===== config.mk =====
export PLATFORM = sky130hd
export DESIGN_NAME = hazard_stall_controller_flat
export DESIGN_NICKNAME = d
export VERILOG_FILES = /design/src/rtl/hazard_pkg.sv /design/src/rtl/hazard_stall_controller_if.sv /design/src/rtl/load_use_detector.sv /design/src/rtl/hazard_stall_controller.sv /design/src/flat_wrapper.sv
export SDC_FILE = /design/constraint.sdc
export NUM_CORES = 1
export LEC_CHECK = 0
export ABC_CLOCK_PERIOD_IN_PS = 3000
export CORE_ASPECT_RATIO = 1.25
export CORE_MARGIN = 2
export CORE_UTILIZATION = 47
export DETAILED_ROUTE_END_ITERATION = 7
export HOLD_SLACK_MARGIN = 0.08
export PLACE_DENSITY = 0.81
export SKIP_LAST_GASP = 1
export SYNTH_ARGS = -nofsm -noshare
export SYNTH_HDL_FRONTEND = slang
export SYNTH_SLANG_ARGS = --single-unit

===== constraint.sdc =====
create_clock -name clk -period 3 [get_ports clk]
set_input_delay 0.45 -clock clk [delete_from_list [all_inputs] [get_ports clk]]
set_output_delay 0.45 -clock clk [all_outputs]
set_load 0.02 [all_outputs]

===== src/rtl/hazard_pkg.sv =====
// Shared definitions for the pipeline hazard sequencer.
//   state_t  : sequencer state encoding (also exported on the debug port)
//   action_t : what the pipeline does in the current cycle
//   REG_ZERO : architectural $zero, never a real hazard (shared with forwarding)
package hazard_pkg;

    typedef enum logic [1:0] {
        RUN        = 2'd0,
        LOAD_STALL = 2'd1,
        FLUSH      = 2'd2,
        MEM_WAIT   = 2'd3
    } state_t;

    typedef enum logic [1:0] {
        ACT_NONE   = 2'd0,
        ACT_FREEZE = 2'd1,
        ACT_FLUSH  = 2'd2,
        ACT_STALL  = 2'd3
    } action_t;

    localparam logic [4:0] REG_ZERO = 5'd0;

endpackage


===== src/rtl/hazard_stall_controller_if.sv =====
// Bundle between the pipeline datapath and the hazard sequencer.
// Handshake: there is no valid/ready pair here; every field is a level that is
// meaningful every cycle. The datapath (master) presents the hazard sources and
// the sequencer (slave) answers combinationally in the same cycle with the
// pipeline-register enables, flushes and bubbles.
//   hazard sources : id_rs, id_rt, id_uses_rt, ex_rt, ex_mem_read, branch_taken,
//                    mem_req, mem_ready, stat_clr
//   controls       : pc_write, ifid_write, ifid_flush, idex_write, idex_bubble,
//                    exmem_write, memwb_bubble
//   status         : stall_count, mem_timeout, state_dbg (current sequencer state)
interface hazard_stall_controller_if #(
    parameter int CNT_W = 16
);
    import hazard_pkg::*;

    logic [4:0]       id_rs;
    logic [4:0]       id_rt;
    logic             id_uses_rt;
    logic [4:0]       ex_rt;
    logic             ex_mem_read;
    logic             branch_taken;
    logic             mem_req;
    logic             mem_ready;
    logic             stat_clr;

    logic             pc_write;
    logic             ifid_write;
    logic             ifid_flush;
    logic             idex_write;
    logic             idex_bubble;
    logic             exmem_write;
    logic             memwb_bubble;
    logic [CNT_W-1:0] stall_count;
    logic             mem_timeout;
    state_t           state_dbg;

    modport master (
        output id_rs, id_rt, id_uses_rt, ex_rt, ex_mem_read, branch_taken,
               mem_req, mem_ready, stat_clr,
        input  pc_write, ifid_write, ifid_flush, idex_write, idex_bubble,
               exmem_write, memwb_bubble, stall_count, mem_timeout, state_dbg
    );

    modport slave (
        input  id_rs, id_rt, id_uses_rt, ex_rt, ex_mem_read, branch_taken,
               mem_req, mem_ready, stat_clr,
        output pc_write, ifid_write, ifid_flush, idex_write, idex_bubble,
               exmem_write, memwb_bubble, stall_count, mem_timeout, state_dbg
    );

endinterface


===== src/rtl/load_use_detector.sv =====
// Combinational load-use hazard detect: the load in EX writes a register the
// instruction in ID reads, and forwarding cannot supply it in time.
//   ex_mem_read_i, ex_rt_i         : load in EX and its destination
//   id_rs_i, id_rt_i, id_uses_rt_i : sources of the ID instruction
//   load_use_o                     : hazard present
module load_use_detector
    import hazard_pkg::*;
(
    input  logic       ex_mem_read_i,
    input  logic [4:0] ex_rt_i,
    input  logic [4:0] id_rs_i,
    input  logic [4:0] id_rt_i,
    input  logic       id_uses_rt_i,
    output logic       load_use_o
);

    // Loads into $zero are discarded, so they never create a dependency.
    assign load_use_o = ex_mem_read_i && (ex_rt_i != REG_ZERO) &&
                        ((ex_rt_i == id_rs_i) || (id_uses_rt_i && (ex_rt_i == id_rt_i)));

endmodule


===== src/rtl/hazard_stall_controller.sv =====
// Pipeline hazard sequencer for the 5-stage core: load-use stalls, taken-branch
// flushes and data-memory wait states, plus a saturating stall-cycle counter
// and a sticky memory-timeout flag.
//   clk, reset : clock and asynchronous active-high reset
//   hif        : hazard sources in, pipeline controls and status out
module hazard_stall_controller
    import hazard_pkg::*;
#(
    parameter int MAX_WAIT = 16,
    parameter int CNT_W    = 16
) (
    input  logic                     clk,
    input  logic                     reset,
    hazard_stall_controller_if.slave hif
);

    localparam int WAIT_W = $clog2(MAX_WAIT + 1);

    state_t           state_q, state_d;
    logic [WAIT_W-1:0] wait_q, wait_d;
    logic [CNT_W-1:0] cnt_q, cnt_d;
    logic             timeout_q, timeout_d;
    action_t          act;
    logic             load_use;
    logic             pc_write_raw;

    load_use_detector u_lud (
        .ex_mem_read_i (hif.ex_mem_read),
        .ex_rt_i       (hif.ex_rt),
        .id_rs_i       (hif.id_rs),
        .id_rt_i       (hif.id_rt),
        .id_uses_rt_i  (hif.id_uses_rt),
        .load_use_o    (load_use)
    );

    // Next-state / action selection. Priority: mem wait > branch > load-use.
    always_comb begin
        act       = ACT_NONE;
        wait_d    = '0;
        timeout_d = timeout_q;
        if (state_q == MEM_WAIT) begin
            if (!hif.mem_ready) begin
                if (wait_q < WAIT_W'(MAX_WAIT)) begin
                    act    = ACT_FREEZE;
                    wait_d = wait_q + WAIT_W'(1);
                end else begin
                    // Access aborted: release the pipeline and flag it.
                    timeout_d = 1'b1;
                end
            end else if (hif.branch_taken) begin
                act = ACT_FLUSH;
            end else if (load_use) begin
                // EX was held during the wait, so the hazard is re-evaluated here.
                act = ACT_STALL;
            end
        end else begin
            if (hif.mem_req && !hif.mem_ready) begin
                act    = ACT_FREEZE;
                wait_d = WAIT_W'(1);
            end else if (hif.branch_taken) begin
                act = ACT_FLUSH;
            // After a stall the load has moved on to MEM; after a flush ID holds a nop.
            end else if (load_use && (state_q == RUN)) begin
                act = ACT_STALL;
            end
        end

        case (act)
            ACT_FREEZE: state_d = MEM_WAIT;
            ACT_FLUSH:  state_d = FLUSH;
            ACT_STALL:  state_d = LOAD_STALL;
            default:    state_d = RUN;
        endcase
    end

    // Output decode; everything is held low while reset is asserted.
    always_comb begin
        pc_write_raw     = 1'b1;
        hif.ifid_write   = 1'b1;
        hif.ifid_flush   = 1'b0;
        hif.idex_write   = 1'b1;
        hif.idex_bubble  = 1'b0;
        hif.exmem_write  = 1'b1;
        hif.memwb_bubble = 1'b0;
        case (act)
            ACT_FREEZE: begin
                pc_write_raw     = 1'b0;
                hif.ifid_write   = 1'b0;
                hif.idex_write   = 1'b0;
                hif.exmem_write  = 1'b0;
                hif.memwb_bubble = 1'b1;
            end
            ACT_FLUSH: begin
                hif.ifid_flush  = 1'b1;
                hif.idex_bubble = 1'b1;
            end
            ACT_STALL: begin
                pc_write_raw    = 1'b0;
                hif.ifid_write  = 1'b0;
                hif.idex_bubble = 1'b1;
            end
            default: ;
        endcase
        hif.pc_write = pc_write_raw;
        if (reset) begin
            hif.pc_write     = 1'b0;
            hif.ifid_write   = 1'b0;
            hif.ifid_flush   = 1'b0;
            hif.idex_write   = 1'b0;
            hif.idex_bubble  = 1'b0;
            hif.exmem_write  = 1'b0;
            hif.memwb_bubble = 1'b0;
        end
    end

    // Clear wins over the increment; the count sticks at all-ones.
    always_comb begin
        cnt_d = cnt_q;
        if (hif.stat_clr) begin
            cnt_d = '0;
        end else if (!pc_write_raw && (cnt_q != {CNT_W{1'b1}})) begin
            cnt_d = cnt_q + CNT_W'(1);
        end
    end

    always_ff @(posedge clk or posedge reset) begin
        if (reset) begin
            state_q   <= RUN;
            wait_q    <= '0;
            cnt_q     <= '0;
            timeout_q <= 1'b0;
        end else begin
            state_q   <= state_d;
            wait_q    <= wait_d;
            cnt_q     <= cnt_d;
            timeout_q <= timeout_d;
        end
    end

    assign hif.stall_count = cnt_q;
    assign hif.mem_timeout = timeout_q;
    assign hif.state_dbg   = state_q;

endmodule


===== src/flat_wrapper.sv =====
// flat-port wrapper written by rule: the top's interface ports become plain ports
module hazard_stall_controller_flat import hazard_pkg::*;
#(
    parameter int MAX_WAIT = 16,
    parameter int CNT_W    = 16
)
  (clk, reset, hif_id_rs, hif_id_rt, hif_id_uses_rt, hif_ex_rt, hif_ex_mem_read, hif_branch_taken, hif_mem_req, hif_mem_ready, hif_stat_clr, hif_pc_write, hif_ifid_write, hif_ifid_flush, hif_idex_write, hif_idex_bubble, hif_exmem_write, hif_memwb_bubble, hif_stall_count, hif_mem_timeout, hif_state_dbg);
  hazard_stall_controller_if #(.CNT_W(CNT_W)) hif_i ();
  input  logic clk;
  input  logic reset;
  input wire logic [$bits(hif_i.id_rs)-1:0] hif_id_rs;
  input wire logic [$bits(hif_i.id_rt)-1:0] hif_id_rt;
  input wire logic [$bits(hif_i.id_uses_rt)-1:0] hif_id_uses_rt;
  input wire logic [$bits(hif_i.ex_rt)-1:0] hif_ex_rt;
  input wire logic [$bits(hif_i.ex_mem_read)-1:0] hif_ex_mem_read;
  input wire logic [$bits(hif_i.branch_taken)-1:0] hif_branch_taken;
  input wire logic [$bits(hif_i.mem_req)-1:0] hif_mem_req;
  input wire logic [$bits(hif_i.mem_ready)-1:0] hif_mem_ready;
  input wire logic [$bits(hif_i.stat_clr)-1:0] hif_stat_clr;
  output wire logic [$bits(hif_i.pc_write)-1:0] hif_pc_write;
  output wire logic [$bits(hif_i.ifid_write)-1:0] hif_ifid_write;
  output wire logic [$bits(hif_i.ifid_flush)-1:0] hif_ifid_flush;
  output wire logic [$bits(hif_i.idex_write)-1:0] hif_idex_write;
  output wire logic [$bits(hif_i.idex_bubble)-1:0] hif_idex_bubble;
  output wire logic [$bits(hif_i.exmem_write)-1:0] hif_exmem_write;
  output wire logic [$bits(hif_i.memwb_bubble)-1:0] hif_memwb_bubble;
  output wire logic [$bits(hif_i.stall_count)-1:0] hif_stall_count;
  output wire logic [$bits(hif_i.mem_timeout)-1:0] hif_mem_timeout;
  output wire logic [$bits(hif_i.state_dbg)-1:0] hif_state_dbg;
  assign hif_i.id_rs = hif_id_rs;
  assign hif_i.id_rt = hif_id_rt;
  assign hif_i.id_uses_rt = hif_id_uses_rt;
  assign hif_i.ex_rt = hif_ex_rt;
  assign hif_i.ex_mem_read = hif_ex_mem_read;
  assign hif_i.branch_taken = hif_branch_taken;
  assign hif_i.mem_req = hif_mem_req;
  assign hif_i.mem_ready = hif_mem_ready;
  assign hif_i.stat_clr = hif_stat_clr;
  assign hif_pc_write = hif_i.pc_write;
  assign hif_ifid_write = hif_i.ifid_write;
  assign hif_ifid_flush = hif_i.ifid_flush;
  assign hif_idex_write = hif_i.idex_write;
  assign hif_idex_bubble = hif_i.idex_bubble;
  assign hif_exmem_write = hif_i.exmem_write;
  assign hif_memwb_bubble = hif_i.memwb_bubble;
  assign hif_stall_count = hif_i.stall_count;
  assign hif_mem_timeout = hif_i.mem_timeout;
  assign hif_state_dbg = hif_i.state_dbg;
  hazard_stall_controller #(.MAX_WAIT(MAX_WAIT), .CNT_W(CNT_W)) u_core (.clk(clk), .reset(reset), .hif(hif_i));
endmodule

# --- Word-level counts from Yosys, hierarchy flattened ---
# Cells that the tools add are included.
# W data, S select, Z words.
classes:
  n_reduce_logical: 14
  magnitude_cmp: 1
  muxes: 25
  multipliers: 0
  addsub: 2
  n_eq_ne: 7
  div_mod_pow: 0
  shift: 0
  bitwise_logic: 2
ops:
  columns: ["cell", "count"]
  rows:
  - ["$mux W16", 2]
  - ["$add A16 B1 Y16 const B", 1]
  - ["$ne A16 B16 Y1 const B", 1]
  - ["$mux W5", 3]
  - ["$mux W2", 7]
  - ["$mux W1", 12]
  - ["$eq A5 B5 Y1", 2]
  - ["$eq A2 B2 Y1 const B", 3]
  - ["$logic_and A1 B1 Y1", 6]
  - ["$pmux W2 S3", 1]
  - ["$add A5 B1 Y5 const B", 1]
  - ["$lt A5 B5 Y1 const B", 1]
  - ["$reduce_bool A5 Y1", 1]
  - ["$reduce_or A2 Y1", 2]
  - ["$reduce_and A3 Y1", 1]
  - ["$eq A2 B1 Y1 const B", 1]
  - ["$logic_not A2 Y1", 1]
  - ["$not A1 Y1", 2]
  - ["$reduce_bool A2 Y1", 1]
  - ["$logic_not A1 Y1", 1]
  - ["$logic_or A1 B1 Y1", 1]
word_totals:
  memories: 0
  latchBits: 0
  romBits: 0
  mem_bits_rw: 0
  inputBits: 23
  reg_bits: 24

# --- Depth between registers and ports, before layout ---
depth:
  ltp_word: 14
  mapped_depth: 10
  mapped_depth_nobuf: 9

# --- Modules after synthesis ---
# Synthesis repeated with hierarchy kept, for this count alone.
unflattened:
  hier_cells: 167
  hier_area_um2: 1546.5
by_module_without_submodules:
  columns: ["mod", "cells_each", "instances", "seq_area_each_um2", "area_each_um2"]
  rows:
  - ["hazard_stall_controller", 150, 1, 600.6, 1413.9]
  - ["load_use_detector", 17, 1, 0.0, 132.6]

# --- Worst setup path before layout ---
# OpenSTA, ideal clock, no wires.
synth_path:
  path_kind: "input to output"
  startpoint: "input port hif_ex_rt[0]"
  endpoint: "output port hif_idex_write"
  setup_slack_ns: 0.239
  stages: 9
  t_arrival_ns: 2.311
  t_required_ns: 2.550
  cell_sequence: "or4_1 -> o21a_1 -> nand2_1 -> o21a_2 -> buf_6 -> inv_2 -> ha_1 -> nor2_1 -> buf_4"
synth_via:
  elab_chain_cells: 12
  elab_cells_between_ends: 18
  cone_classes: "3 x eq/ne; 9 x mux; 6 x reduce/logical"
synth_rtl:
  columns: ["item", "line_no", "text"]
  rows:
  - ["start, declared", "flat_wrapper.sv:14", "input wire logic [$bits(hif_i.ex_rt)-1:0] hif_ex_rt;"]
  - ["$eq A5 B5 Y1", "load_use_detector.sv:19", "((ex_rt_i == id_rs_i) || (id_uses_rt_i && (ex_rt_i == id_rt_i)));"]
  - ["$logic_and A1 B1 Y1", "load_use_detector.sv:19", null]
  - ["$logic_or A1 B1 Y1", "load_use_detector.sv:19", null]
  - ["$logic_and A1 B1 Y1 (*)", "load_use_detector.sv:18", "assign load_use_o = ex_mem_read_i && (ex_rt_i != REG_ZERO) &&"]
  - ["$logic_and A1 B1 Y1", "hazard_stall_controller.sv:63", "end else if (load_use && (state_q == RUN)) begin"]
  - ["$mux W2", "hazard_stall_controller.sv:63", null]
  - ["$mux W2", "hazard_stall_controller.sv:60", "end else if (hif.branch_taken) begin"]
  - ["$mux W2", "hazard_stall_controller.sv:57", "if (hif.mem_req && !hif.mem_ready) begin"]
  - ["$mux W2 (*)", "hazard_stall_controller.sv:41", "if (state_q == MEM_WAIT) begin"]
  - ["$eq A2 B1 Y1 (*)", null, null]
  - ["$mux W1 (*) (2 in a row)", null, null]
  - ["end, declared", "flat_wrapper.sv:23", "output wire logic [$bits(hif_i.idex_write)-1:0] hif_idex_write;"]
# Mark *: on every way between the ends. The rest lies on a longest branch, timed or not.

# --- Worst setup path after layout ---
layout_path:
  startpoint: "input port hif_id_rt[4]"
  endpoint: "output port hif_idex_bubble"
layout_via:
  elab_chain_cells: 13
  elab_cells_between_ends: 17
  cone_classes: "3 x eq/ne; 9 x mux; 5 x reduce/logical"
layout_rtl:
  columns: ["item", "line_no", "text"]
  rows:
  - ["start, declared", "flat_wrapper.sv:12", "input wire logic [$bits(hif_i.id_rt)-1:0] hif_id_rt;"]
  - ["$eq A5 B5 Y1 (*)", "load_use_detector.sv:19", null]
  - ["$logic_and A1 B1 Y1 (*)", "load_use_detector.sv:19", null]
  - ["$logic_or A1 B1 Y1 (*)", "load_use_detector.sv:19", null]
  - ["$logic_and A1 B1 Y1 (*)", "load_use_detector.sv:18", null]
  - ["$logic_and A1 B1 Y1", "hazard_stall_controller.sv:63", null]
  - ["$mux W2", "hazard_stall_controller.sv:63", null]
  - ["$mux W2", "hazard_stall_controller.sv:60", null]
  - ["$mux W2", "hazard_stall_controller.sv:57", null]
  - ["$mux W2 (*)", "hazard_stall_controller.sv:41", null]
  - ["$eq A2 B2 Y1", "hazard_stall_controller.sv:85", "case (act)"]
  - ["$reduce_or A2 Y1 (no line) (*)", null, null]
  - ["$mux W1 (*)", "hazard_stall_controller.sv:85", null]
  - ["$mux W1 (*)", "hazard_stall_controller.sv:105", "if (reset) begin"]
  - ["end, declared", "flat_wrapper.sv:24", "output wire logic [$bits(hif_i.idex_bubble)-1:0] hif_idex_bubble;"]
# Marks and branches as above.

==> results.cfg <==
[floorplanning]
die_area_sq_um = 3860
die_w_um = 56.0
fp.coreArea_sq_um = 3220
num_io_pins = 49
initial_core_util = 0.492
fp.dieH_um = 69.0
num_rows = 23

[sta]
relSlewSlack = 0.405
rsz0062_at_grt = false
slew_viol_final = 0
hold_viol = 0
setup_violations = 0
skew_ns = 0.000733
tightest_slew_ns = 0.892
holdWs_ns = 0.502
min_period_ns = 2.84
fin_setup_tns_ns = 0
fmax_mhz = 353
layout_worst_path_cycle_share = 0.946

[layout]
multi_input_area_sq_um = 922
nFillCells = 261
stdcell_count = 251
area_growth_pct = 35.8
diodes = 0
final-seq-area_sq_um = 601
layout.nets = 243
drive_above_1_share = 0.201

[logic_synthesis]
synthArstFlopShare = 1.00
synth_ff_type = dfrtp_1
ys_seq_elements = 24
synth-compound-area-share = 0.134
synth-edff-count = 0
avgSynthCellArea_sq_um = 9.73
synthMuxAreaShare = 0.0426
synthesis.nets = 191
synth_warnings = 0
synth_xor_area_frac = 0.0662
netlist_instances = 163
synthAdderAreaFrac = 0.0394
synth_top_family_by_area = simple AND/OR/NAND/NOR gates
yosys.cell_types.count = 43
yosysSeqAreaShare = 0.379
synthSimpleGateAreaFrac = 0.289
synth_area_sq_um = 1590

[run]
cap_violations = 0

[drt]
vias = 1415
drt_iter0_markers = 34
wl_um = 3970
dr.pass1.iters = 4
wl_per_cell_um = 15.8
ant_nets = 0
avgViaCountPerCell = 5.64
remaining_drc_errors = 0

[clocking]
cts.clk_slew.worst_paths_ns = 0.08
root_buffer = clkbuf_8
hold_buffers = 0
htree_levels = 1
cts_tree = yes
numCtsBuffers = 3
cts_buffer_depth = 2
cts.sinks = 24
clk_latency_ns = 0.27

[setup_path]
path_delay_family = buffers and inverters
worstSetupPathType = primary input to primary output
worst_path_most_repeated_cell = nor2_1
crit_arrival_ns = 2.39
crit_fanout = 2
cp-end-kind = primary output
critPathRequiredTime_ns = 2.55
cp_cell_sequence = clkdlybuf4s50_1, xor2_1, nor4_2, a32oi_1, nand2b_1, a21oi_2, o22a_1, ha_1, nor2_1, nor2_1, buf_2
cp_num_buf_inv = 2
worstSetupStartpointType = primary input
cp_slowest_stage_delay_ns = 0.43
crit_slowest_cell = clkdlybuf4s50_1
reg2reg_slack_ns = 0.77

[place]
dpl.hpwl_um = 2950
place_inst = 247
io_buffers = 48
place_congestion = 0.799

[power]
pwr-share-seq = 0.473
ir_worst_vdd_uv = 332
p_int_mw = 0.520
p_leak_nw = 0.930
netSwitchingPower_mw = 0.199
power_frac_comb = 0.216
power_density_nw_per_um2 = 334
switching_share = 0.276
clkPwrFrac = 0.311

[global_route]
grt_pass1_wl_um = 6460
grt_use_total = 0.216
grt_pass1_vias = 1433
antenna_found_initial = 0
grt-ovfl-total = 0
grt_max_degree = 25

[run_status]
outcome = completed

[worst_hold_path]
hold_path.class = flop to flop
-- metal layers --
metal  part of all wire  vias up  GRT usage
li1                   -      695          -
met1               0.40      664      0.234
met2               0.54       50      0.426
met3              0.052        6     0.0299
met4              0.013        0     0.0833
met5                  0        -          0
-- power groups by stage --
stage	sequential, mW	combinational, mW	clock, mW
2_1_floorplan	0.352	0.0784	0
3_3_place_gp	0.346	0.157	0
3_5_place_dp	0.347	0.161	0
4_1_cts	0.340	0.157	0.223
5_1_grt	0.343	0.168	0.239
6_report	0.340	0.155	0.224
-- cell families after synthesis --
family | count (synthesis)
AO/OA/AOI/OAI | 31
XOR/XNOR | 12
multiplexers | 6
AND/OR/NAND/NOR | 72
adder cells (fa/ha/maj) | 5
buffers and inverters | 13
flip-flops | 24
-- metrics by stage --
stage / instance area (sq um) / util / setup slack [ns] / total power, mW
finish: 2150 / 0.668 / 0.163 / 0.719
global route: 2150 / 0.668 / 0.0293 / 0.749
CTS: 2150 / 0.667 / -0.0956 / 0.721
detailed placement: 2110 / 0.655 / -0.411 / 0.508
global placement: 2110 / 0.655 / -0.324 / 0.503
floorplan: 1590 / - / 0.239 / 0.430
-- sequential cells by signal (all words and copies together) (netlist names) --
register                count
u_core.hif.mem_timeout      1
u_core.hif.state_dbg        2
u_core.hif.stall_count     16
u_core.wait_q               5
-- path summary, 6_finish.rpt --
path	startpoint	endpoint	depth (start not counted)
hold reg to reg	u_core.hif.mem_timeout	u_core.hif.mem_timeout	1
hold / removal	u_core.hif.mem_timeout	u_core.hif.mem_timeout	1
setup / recovery	hif_id_rt[4]	hif_idex_bubble	11
min in group asynchronous	reset	u_core.hif.state_dbg[0]	2
max in group asynchronous	reset	u_core.wait_q[0]	2
setup reg to reg	u_core.hif.state_dbg[0]	u_core.hif.stall_count[13]	7
-- placed cells by master, fill, tap and decap left out, types with 2 or more instances in the layout --
master,netlist,routed
nand2_1,7,7
nor4_2,3,3
or3_1,2,2
dfrtp_1,24,24
clkdlybuf4s50_1,0,37
xnor2_1,2,2
nor4b_2,2,2
nor3_1,4,4
a21oi_1,13,12
ha_1,5,5
and3_4,4,4
or2_2,2,2
clkbuf_2,0,2
nor2b_1,8,8
inv_1,3,3
nand3_1,12,12
dlymetal6s2s_1,0,4
buf_2,0,5
mux2_1,2,2
o21ai_0,2,2
nor2_1,12,12
clkbuf_8,0,4
mux2_2,4,4
xor2_1,10,9
or4_1,8,7
o31ai_1,6,6
buf_4,2,8
-- area by class of cell --
type	instances	share of cell area
Multi-Input combinational cell	126	0.428
Sequential cell	24	0.279
Tap cell	37	0.0215
Clock buffer	4	0.0256
Timing Repair Buffer	56	0.239
Inverter	4	0.00697
-- cells in the mapped netlist (3+ instances only) --
master    count  area [sq um]
nor2b_1       8          50.1
nor4_2        3          37.5
dfrtp_1      24           601
nor3_1        4          20.0
ha_1          5          62.6
buf_6         3          33.8
clkbuf_1      4          15.0
nand2_1       7          26.3
or4_1         8          60.1
nor2_1       12          45.0
nand3_1      12          60.1
mux2_2        4          45.0
o31ai_1       6          45.0
and3_4        4          45.0
inv_1         3          11.3
a21oi_1      13          65.1
xor2_1       10          87.6
-- repair_timing --
item	4_1_cts	5_1_grt
gates resized for setup	19	14
setup endpoints to repair	7	7
setup buffers	0	0
No activity file was read; power rests on OpenSTA's default activity.
